--- config.mk ---
export PLATFORM = sky130hd
export DESIGN_NAME = wts_tone_sequencer_flat
export DESIGN_NICKNAME = d
export VERILOG_FILES = /design/src/rtl/wts_tone_sequencer_if.sv /design/src/rtl/wts_tone_sequencer.sv /design/src/flat_wrapper.sv
export SDC_FILE = /design/constraint.sdc
export NUM_CORES = 1
export LEC_CHECK = 0
export BUFFER_PORTS_ARGS = -buffer_cell sky130_fd_sc_hd__buf_2
export CAP_MARGIN = 25
export CORE_ASPECT_RATIO = 1.25
export CORE_MARGIN = 5
export CORE_UTILIZATION = 45
export CTS_BUF_LIST = sky130_fd_sc_hd__clkbuf_16
export DETAILED_ROUTE_END_ITERATION = 16
export PLACE_DENSITY = 0.66
export SKIP_LAST_GASP = 1
export SLEW_MARGIN = 15
export SYNTH_ARGS = -nofsm -noshare
export SYNTH_HDL_FRONTEND = slang
export SYNTH_SLANG_ARGS = --single-unit
--- constraint.sdc ---
create_clock -name clk -period 3 [get_ports clk]
set_input_delay 0.45 -clock clk [delete_from_list [all_inputs] [get_ports clk]]
set_output_delay 0.45 -clock clk [all_outputs]
set_load 0.05 [all_outputs]
--- src/rtl/wts_tone_sequencer_if.sv ---
// CPU waveform-write handshake: level request held until a one-cycle ack.
// The sequencer (slave) acks one cycle after the write slot that served the request.
interface wts_tone_sequencer_if;
  logic       cpu_wr_req;
  logic [6:0] cpu_wr_addr;
  logic [7:0] cpu_wr_data;
  logic       cpu_wr_ack;

  modport master (output cpu_wr_req, output cpu_wr_addr, output cpu_wr_data, input cpu_wr_ack);
  modport slave  (input cpu_wr_req, input cpu_wr_addr, input cpu_wr_data, output cpu_wr_ack);
endinterface

--- src/rtl/wts_tone_sequencer.sv ---
// Four-channel wavetable sequencer sharing one wave RAM port over an 8-slot frame.
// Read-to-wave latency 2 cycles; CPU writes stall until the next odd slot (ack 1-2 cycles).
module wts_tone_sequencer (
  input  logic                       clk,
  input  logic                       nreset,
  wts_tone_sequencer_if.slave        cpu,
  output logic                       sram_we,
  output logic [6:0]                 sram_a,
  output logic [7:0]                 sram_d,
  input  logic [7:0]                 sram_q,
  input  logic                       freq_we,
  input  logic [1:0]                 freq_ch,
  input  logic [11:0]                freq_d,
  input  logic [3:0]                 key_on,
  output logic [7:0]                 ch0_wave,
  output logic [7:0]                 ch1_wave,
  output logic [7:0]                 ch2_wave,
  output logic [7:0]                 ch3_wave,
  output logic                       frame_strobe
);

  logic [2:0]  slot_q, slot_d;
  logic [11:0] prd_q [4];
  logic [11:0] prd_d [4];
  logic [11:0] cnt_q [4];
  logic [11:0] cnt_d [4];
  logic [4:0]  phase_q [4];
  logic [4:0]  phase_d [4];
  logic [7:0]  wave_q [4];
  logic [7:0]  wave_d [4];
  logic        ack_q, ack_d;
  logic        strobe_q, strobe_d;

  logic [1:0]  ch;
  logic        wr_slot;

  // RAM port: even slots always read, odd slots give priority to a pending CPU write
  always_comb begin
    ch      = slot_q[2:1];
    wr_slot = slot_q[0];
    sram_we = wr_slot & cpu.cpu_wr_req;
    sram_a  = {ch, phase_q[ch]};
    sram_d  = 8'h00;
    if (sram_we) begin
      sram_a = cpu.cpu_wr_addr;
      sram_d = cpu.cpu_wr_data;
    end
  end

  always_comb begin
    slot_d   = slot_q + 3'd1;
    ack_d    = sram_we;
    strobe_d = (slot_q == 3'd7);
    wave_d   = wave_q;
    prd_d    = prd_q;
    cnt_d    = cnt_q;
    phase_d  = phase_q;

    // RAM holds its output during a write, so the capture is safe in every odd slot
    if (wr_slot) begin
      wave_d[ch] = sram_q;
    end

    if (freq_we) begin
      prd_d[freq_ch] = freq_d;
    end

    // Reloads read prd_q, so a coincident freq_we only affects the following reload
    if (slot_q == 3'd7) begin
      for (int k = 0; k < 4; k++) begin
        if (!key_on[k]) begin
          phase_d[k] = 5'd0;
          cnt_d[k]   = prd_q[k];
        end else if (prd_q[k] != 12'd0) begin
          if (cnt_q[k] == 12'd0) begin
            cnt_d[k]   = prd_q[k];
            phase_d[k] = phase_q[k] + 5'd1;
          end else begin
            cnt_d[k] = cnt_q[k] - 12'd1;
          end
        end
      end
    end
  end

  always_ff @(posedge clk or negedge nreset) begin
    if (!nreset) begin
      slot_q   <= 3'd0;
      ack_q    <= 1'b0;
      strobe_q <= 1'b0;
      for (int k = 0; k < 4; k++) begin
        prd_q[k]   <= 12'd0;
        cnt_q[k]   <= 12'd0;
        phase_q[k] <= 5'd0;
        wave_q[k]  <= 8'h00;
      end
    end else begin
      slot_q   <= slot_d;
      ack_q    <= ack_d;
      strobe_q <= strobe_d;
      for (int k = 0; k < 4; k++) begin
        prd_q[k]   <= prd_d[k];
        cnt_q[k]   <= cnt_d[k];
        phase_q[k] <= phase_d[k];
        wave_q[k]  <= wave_d[k];
      end
    end
  end

  assign cpu.cpu_wr_ack = ack_q;
  assign frame_strobe   = strobe_q;
  assign ch0_wave       = wave_q[0];
  assign ch1_wave       = wave_q[1];
  assign ch2_wave       = wave_q[2];
  assign ch3_wave       = wave_q[3];

endmodule

--- src/flat_wrapper.sv ---
// flat-port wrapper written by rule: the top's interface ports become plain ports
module wts_tone_sequencer_flat 
  (clk, nreset, sram_we, sram_a, sram_d, sram_q, freq_we, freq_ch, freq_d, key_on, ch0_wave, ch1_wave, ch2_wave, ch3_wave, frame_strobe, cpu_cpu_wr_req, cpu_cpu_wr_addr, cpu_cpu_wr_data, cpu_cpu_wr_ack);
  wts_tone_sequencer_if cpu_i ();
  input  logic clk;
  input  logic nreset;
  output logic sram_we;
  output logic [6:0] sram_a;
  output logic [7:0] sram_d;
  input  logic [7:0] sram_q;
  input  logic freq_we;
  input  logic [1:0] freq_ch;
  input  logic [11:0] freq_d;
  input  logic [3:0] key_on;
  output logic [7:0] ch0_wave;
  output logic [7:0] ch1_wave;
  output logic [7:0] ch2_wave;
  output logic [7:0] ch3_wave;
  output logic frame_strobe;
  input wire logic [$bits(cpu_i.cpu_wr_req)-1:0] cpu_cpu_wr_req;
  input wire logic [$bits(cpu_i.cpu_wr_addr)-1:0] cpu_cpu_wr_addr;
  input wire logic [$bits(cpu_i.cpu_wr_data)-1:0] cpu_cpu_wr_data;
  output wire logic [$bits(cpu_i.cpu_wr_ack)-1:0] cpu_cpu_wr_ack;
  assign cpu_i.cpu_wr_req = cpu_cpu_wr_req;
  assign cpu_i.cpu_wr_addr = cpu_cpu_wr_addr;
  assign cpu_i.cpu_wr_data = cpu_cpu_wr_data;
  assign cpu_cpu_wr_ack = cpu_i.cpu_wr_ack;
  wts_tone_sequencer u_core (.clk(clk), .nreset(nreset), .cpu(cpu_i), .sram_we(sram_we), .sram_a(sram_a), .sram_d(sram_d), .sram_q(sram_q), .freq_we(freq_we), .freq_ch(freq_ch), .freq_d(freq_d), .key_on(key_on), .ch0_wave(ch0_wave), .ch1_wave(ch1_wave), .ch2_wave(ch2_wave), .ch3_wave(ch3_wave), .frame_strobe(frame_strobe));
endmodule
# == Word level (Yosys, flattened, before mapping) ==
# Cells that the tools add are included.
# totals
word_cells,97
regBits,153
# op_classes
n_eq_ne,9
bitwise,3
reduce_logical,18
order_cmp,4
addsub,9
mux,35
# op_table
cell,n
two-way mux 12 bit,13
two-way mux 5 bit,14
bitwise mux 48 bit,1
zero test 12 bit,4
nonzero test 12 bit,4
subtractor 12 x 1 -> 12 bit (second input constant),4
bitwise mux 32 bit,1
demux 12 bit (select 2 bit),1
adder 5 x 1 -> 5 bit (second input constant),4
demux 8 bit (select 2 bit),1
two-way mux 8 bit,2
inequality test 2 x 1 -> 1 bit (second input constant),8
AND reduction 3 bit,4
binary-select mux 5 bit (select 2 bit),1
AND reduction 2 bit,4
two-way mux 7 bit,1
greater-or-equal comparator 3 bit (second input constant),2
< comparator 3 x 1 -> 1 bit (second input constant),2
NOT 2 -> 3 bit,2
adder 3 x 1 -> 3 bit (second input constant),1
== test 3 bit (second input constant),1
logical AND 1 bit,2
bitwise AND 1 bit,1

# == Depth between registers and ports, before layout ==
# logic_depth
word_depth,6
depth_mapped,9
depth_no_buf,7

# == Worst setup path after synthesis ==
# Ideal clock, no wire load.
# synth_timing
path_kind,reg-to-reg
startpoint,register u_core.slot_q[0]
endpoint,register u_core.cnt_q[14] (netlist bit)
n_path_buf,2
slack_ns,0.845
required_ns,2.875
stages_incl_launch_ff,10
t_arrival_ns,2.030
cell_sequence,dfrtp_1 ha_1 ha_1 buf_2 clkinv_1 a41oi_1 clkbuf_1 o21ai_0 nand2_1 nand3_1
# synth_between
elab_chain_cells,2
# synth_rtl
item,line_no,rtl
from (decl),wts_tone_sequencer.sv:22,"logic [2:0] slot_q, slot_d;"
from (signal assigned),wts_tone_sequencer.sv:98,slot_q <= slot_d;
== test 3 bit,-,
net u_core.strobe_d,wts_tone_sequencer.sv:32,"logic strobe_q, strobe_d;"
AND reduction 2 bit (no source line),-,
"to (signal, indexed assignment)",wts_tone_sequencer.sv:103,cnt_q[k] <= cnt_d[k];
to (decl),wts_tone_sequencer.sv:25,logic [11:0] cnt_q [4];
# The timed path passes the listed nets, and every way through them passes these cells.
# A chain may end at the register's enable or synchronous reset.

# == Worst setup path in the final report ==
# layout_timing
startpoint,register u_core.slot_q[1]
endpoint,output port sram_a[2]
# layout_between
elab_chain_cells,5
# layout_rtl
item,line_no,rtl
NOT 2 -> 3 bit (not written as such),wts_tone_sequencer.sv:42,"sram_a = {ch, phase_q[ch]};"
binary-select mux 5 bit (select 2 bit),wts_tone_sequencer.sv:42,
two-way mux 5 bit (not written as such) (2 in series),wts_tone_sequencer.sv:42,
two-way mux 7 bit,wts_tone_sequencer.sv:44,if (sram_we) begin
to (decl),flat_wrapper.sv:8,output logic [6:0] sram_a;
# Every way passes these cells. The select of a mux whose other input is x is not followed.

==> impl_metrics.csv <==
group,metric,value,unit
logic_synthesis,syn_inst,714,
setup_path,endpoint_kind,"output pin",
power,pwr-share-clk,0.356,
route,ant_nets,0,
floorplanning,die_x,127,um
route,wl_per_cell,19.2,um
timing,setup_viol,0,
global_routing,grt_busiest_layer,"met2",
route,drc,0,
power,pwr_density_cell,659,mW/mm^2
global_routing,gr-usage-met3,0.0526,
logic_synthesis,syn_nets,773,
power,p_comb_frac,0.185,
floorplanning,ioPinCount,95,
setup_path,timing.rr.end,"u_core.phase_q[12]",
global_routing,grt_pass1_wl,32.7,mm
power,intPower,0.00402,W
setup_path,worstSetupPathType,"flip-flop to output pin",
power,p_leak,3.91,nW
placement,port_buffers,94,
layout,synthToLayoutAreaGrowth,17.0,%
route,detail_route.first_pass.iterations,5,
route,viasPerCell,5.93,
logic_synthesis,ys_seq_area_frac,0.496,
layout,finalInstanceArea,0.00903,mm^2
logic_synthesis,synthFlopType,"dfrtp_1",
setup_path,required,2.55,ns
clocking,clock_latency,0.43,ns
logic_synthesis,syn_avg_cell_area,10.8,um^2
logic_synthesis,ys_seq_elements,153,
placement,dpl_cell_area,0.00845,mm^2
route,wl,20.0,mm
placement,place_congestion,0.870,
global_routing,overflow,0,
logic_synthesis,synthArstFlopShare,1.00,
timing,fin_crit,2.54,ns
floorplanning,initial_core_util,0.458,
route,drt-initial-drc-count,577,
global_routing,antenna_found_initial,0,
power,p_seq_frac,0.460,
run,maxCapViolCount,0,
setup_path,startpoint_type,"flip-flop",
timing,fin_crit_sh,0.847,
global_routing,first_global_vias,6249,
route,vias,6193,
timing,hold_viol_final,0,
clocking,cts_root_buf,"clkbuf_16",
outcome,status,"finished clean",
power,vdd_drop_max,0.364,mV
setup_path,reg2reg_depth,7,
layout,n_antenna_cell,0,
timing,max_slew.worst_pin.slew,0.978,ns
timing,fmax,393,MHz
logic_synthesis,synth_edf_count,0,
power,swShare,0.324,
timing,rsz0062_at_grt,"false",
clocking,clk_pin_slew,0.07,ns
logic_synthesis,synth_cell_types,63,
clocking,numClockSinks,153,
placement,place_hpwl,14.6,mm
clocking,cts_resized,0,
layout,fillers,1518,
setup_path,crit_start,"u_core.slot_q[1]",
timing,setup_tns,0,ns
floorplanning,placementRows,53,
timing,maxSlewViolCount,0,
clocking,post_cts_buffers,0,
floorplanning,dieArea,0.0199,mm^2
clocking,cts_buffer_depth,2,
global_routing,grt_use_met1,0.251,
clocking,numCtsBuffers,17,
setup_path,r2r_setup_slack,0.61,ns
setup_path,crit_path_end,"sram_a[2]",
clocking,htreeDepth,4,
setup_path,rr_startpoint,"u_core.cnt_q[24]",
setup_path,cp_max_fo,11,
timing,skew,0.00792,ns
logic_synthesis,ys_warn_count,0,
global_routing,grt_max_degree,66,
min_path,hold_class,"input pin to asynchronous set/reset pin",
global_routing,grt_usage,0.208,
logic_synthesis,syn_area,0.00772,mm^2
layout,final_net_count,870,
clocking,cts_tree,"yes",
floorplanning,die_h,156,um
layout,regArea,0.00383,mm^2
layout,drive_gt1_frac,0.307,
setup_path,worstPathArrival,2.09,ns
power,switchingPower,0.00193,W
clocking,cts_hold_buffers,0,
layout,multi_input_area,0.00366,mm^2
floorplanning,core_area,0.0168,mm^2
global_routing,grt_use_met2,0.351,
timing,maxSlewHeadroom,0.343,
## state kept, by name, indices dropped and copies added, names as in the netlist
signal and count:
u_core.phase_q 20, u_core.frame_strobe 1, u_core.ch1_wave 8, u_core.ch0_wave 8, u_core.ch2_wave 8, u_core.slot_q 3
u_core.cnt_q 48, u_core.prd_q 48, u_core.ch3_wave 8, u_core.cpu.cpu_wr_ack 1
## worst max-delay path: stages, from the launching register on
cell and delay (ns):
dfrtp_1 0.61, mux4_2 0.57, mux2_2 0.27, buf_2 0.21
## Yosys cell counts, types with 11 or more instances
| master | n | area, um^2 |
|---|---|---|
| dfrtp_1 | 153 | 3830 |
| mux2_2 | 88 | 991 |
| o21ai_0 | 49 | 245 |
| a21oi_1 | 45 | 225 |
| nand3_1 | 39 | 195 |
| nand2_1 | 38 | 143 |
| nor2_1 | 32 | 120 |
| inv_1 | 22 | 82.6 |
| nor3_1 | 21 | 105 |
| o22ai_1 | 21 | 131 |
| nor4_1 | 17 | 106 |
| clkbuf_1 | 16 | 60.1 |
| ha_1 | 14 | 175 |
| and3_1 | 13 | 81.3 |
| o31ai_1 | 12 | 90.1 |
| nand4_1 | 11 | 68.8 |
## metal layers
layer	routed length (um)	share of wire
met1	8080	0.40
met5	0	0
met2	10300	0.51
met3	939	0.047
met4	726	0.036
## through the flow
stage / instances / power, W / hold slack [ns] / setup WS, ns / util
CTS: 1044 / 0.00600 / 0.0348 / 0.428 / 0.536
floorplan: 714 / 0.00350 / 0.154 / 0.845 / -
detailed placement: 1012 / 0.00386 / 0.488 / 0.640 / 0.502
global placement: 1012 / 0.00380 / 0.478 / 0.660 / 0.502
global route: 1044 / 0.00627 / 0.0627 / 0.344 / 0.536
finish: 1044 / 0.00595 / 0.0125 / 0.459 / 0.536
## kinds of logic (layout without fill, tap and decap cells)
kind of cell / after synthesis / in the layout / synth area share
flops: 153 / 153 / 0.496
fa+ha+maj: 14 / 14 / 0.0227
compound gates: 165 / 165 / 0.137
xor+xnor: 2 / 2 / 0.00227
mux: 95 / 95 / 0.146
buf+inv: 53 / 163 / 0.0301
simple gates: 232 / 232 / 0.167
## power groups by stage
stage / Clock [W] / Combinational, W / Sequential, W
after floorplan: 0 / 0.000788 / 0.00272
after global placement: 0 / 0.00106 / 0.00274
after detailed placement: 0 / 0.00110 / 0.00276
after CTS: 0.00217 / 0.00111 / 0.00272
after global routing: 0.00226 / 0.00122 / 0.00279
final: 0.00212 / 0.00110 / 0.00274
## placed cells by master, fill, tap and decap left out, types with 13 or more instances in the layout
master and n:
nor4_1 17, nor2_1 32, buf_2 93, nand2_1 38
o21ai_0 49, inv_1 22, buf_4 13, nand3_1 39
clkbuf_16 17, nor3_1 21, dfrtp_1 153, ha_1 14
mux2_2 88, and3_1 13, a21oi_1 45, o22ai_1 21
## final cells by class
cell class / count / area share
clock buffer: 17 / 0.0471
clock inverter: 15 / 0.0173
inverter: 23 / 0.00956
multi-input combinational: 508 / 0.406
sequential: 153 / 0.424
tap: 220 / 0.0305
timing repair buffer: 108 / 0.0658
## worst min-delay path by stage
stage                     slack [ns]        startpoint                 end  cells after the start
after global routing            0.06            nreset     u_core.cnt_q[4]                      1
after detailed placement        0.49            nreset     u_core.cnt_q[0]                      1
after CTS                       0.03            nreset    u_core.prd_q[15]                      1
after floorplan                 0.15            nreset  u_core.ch0_wave[0]                      0
final                           0.01            nreset     u_core.cnt_q[4]                      1
after global placement          0.48  u_core.cnt_q[18]    u_core.cnt_q[18]                      2
Note: power is estimated with default switching activity, not from simulation.
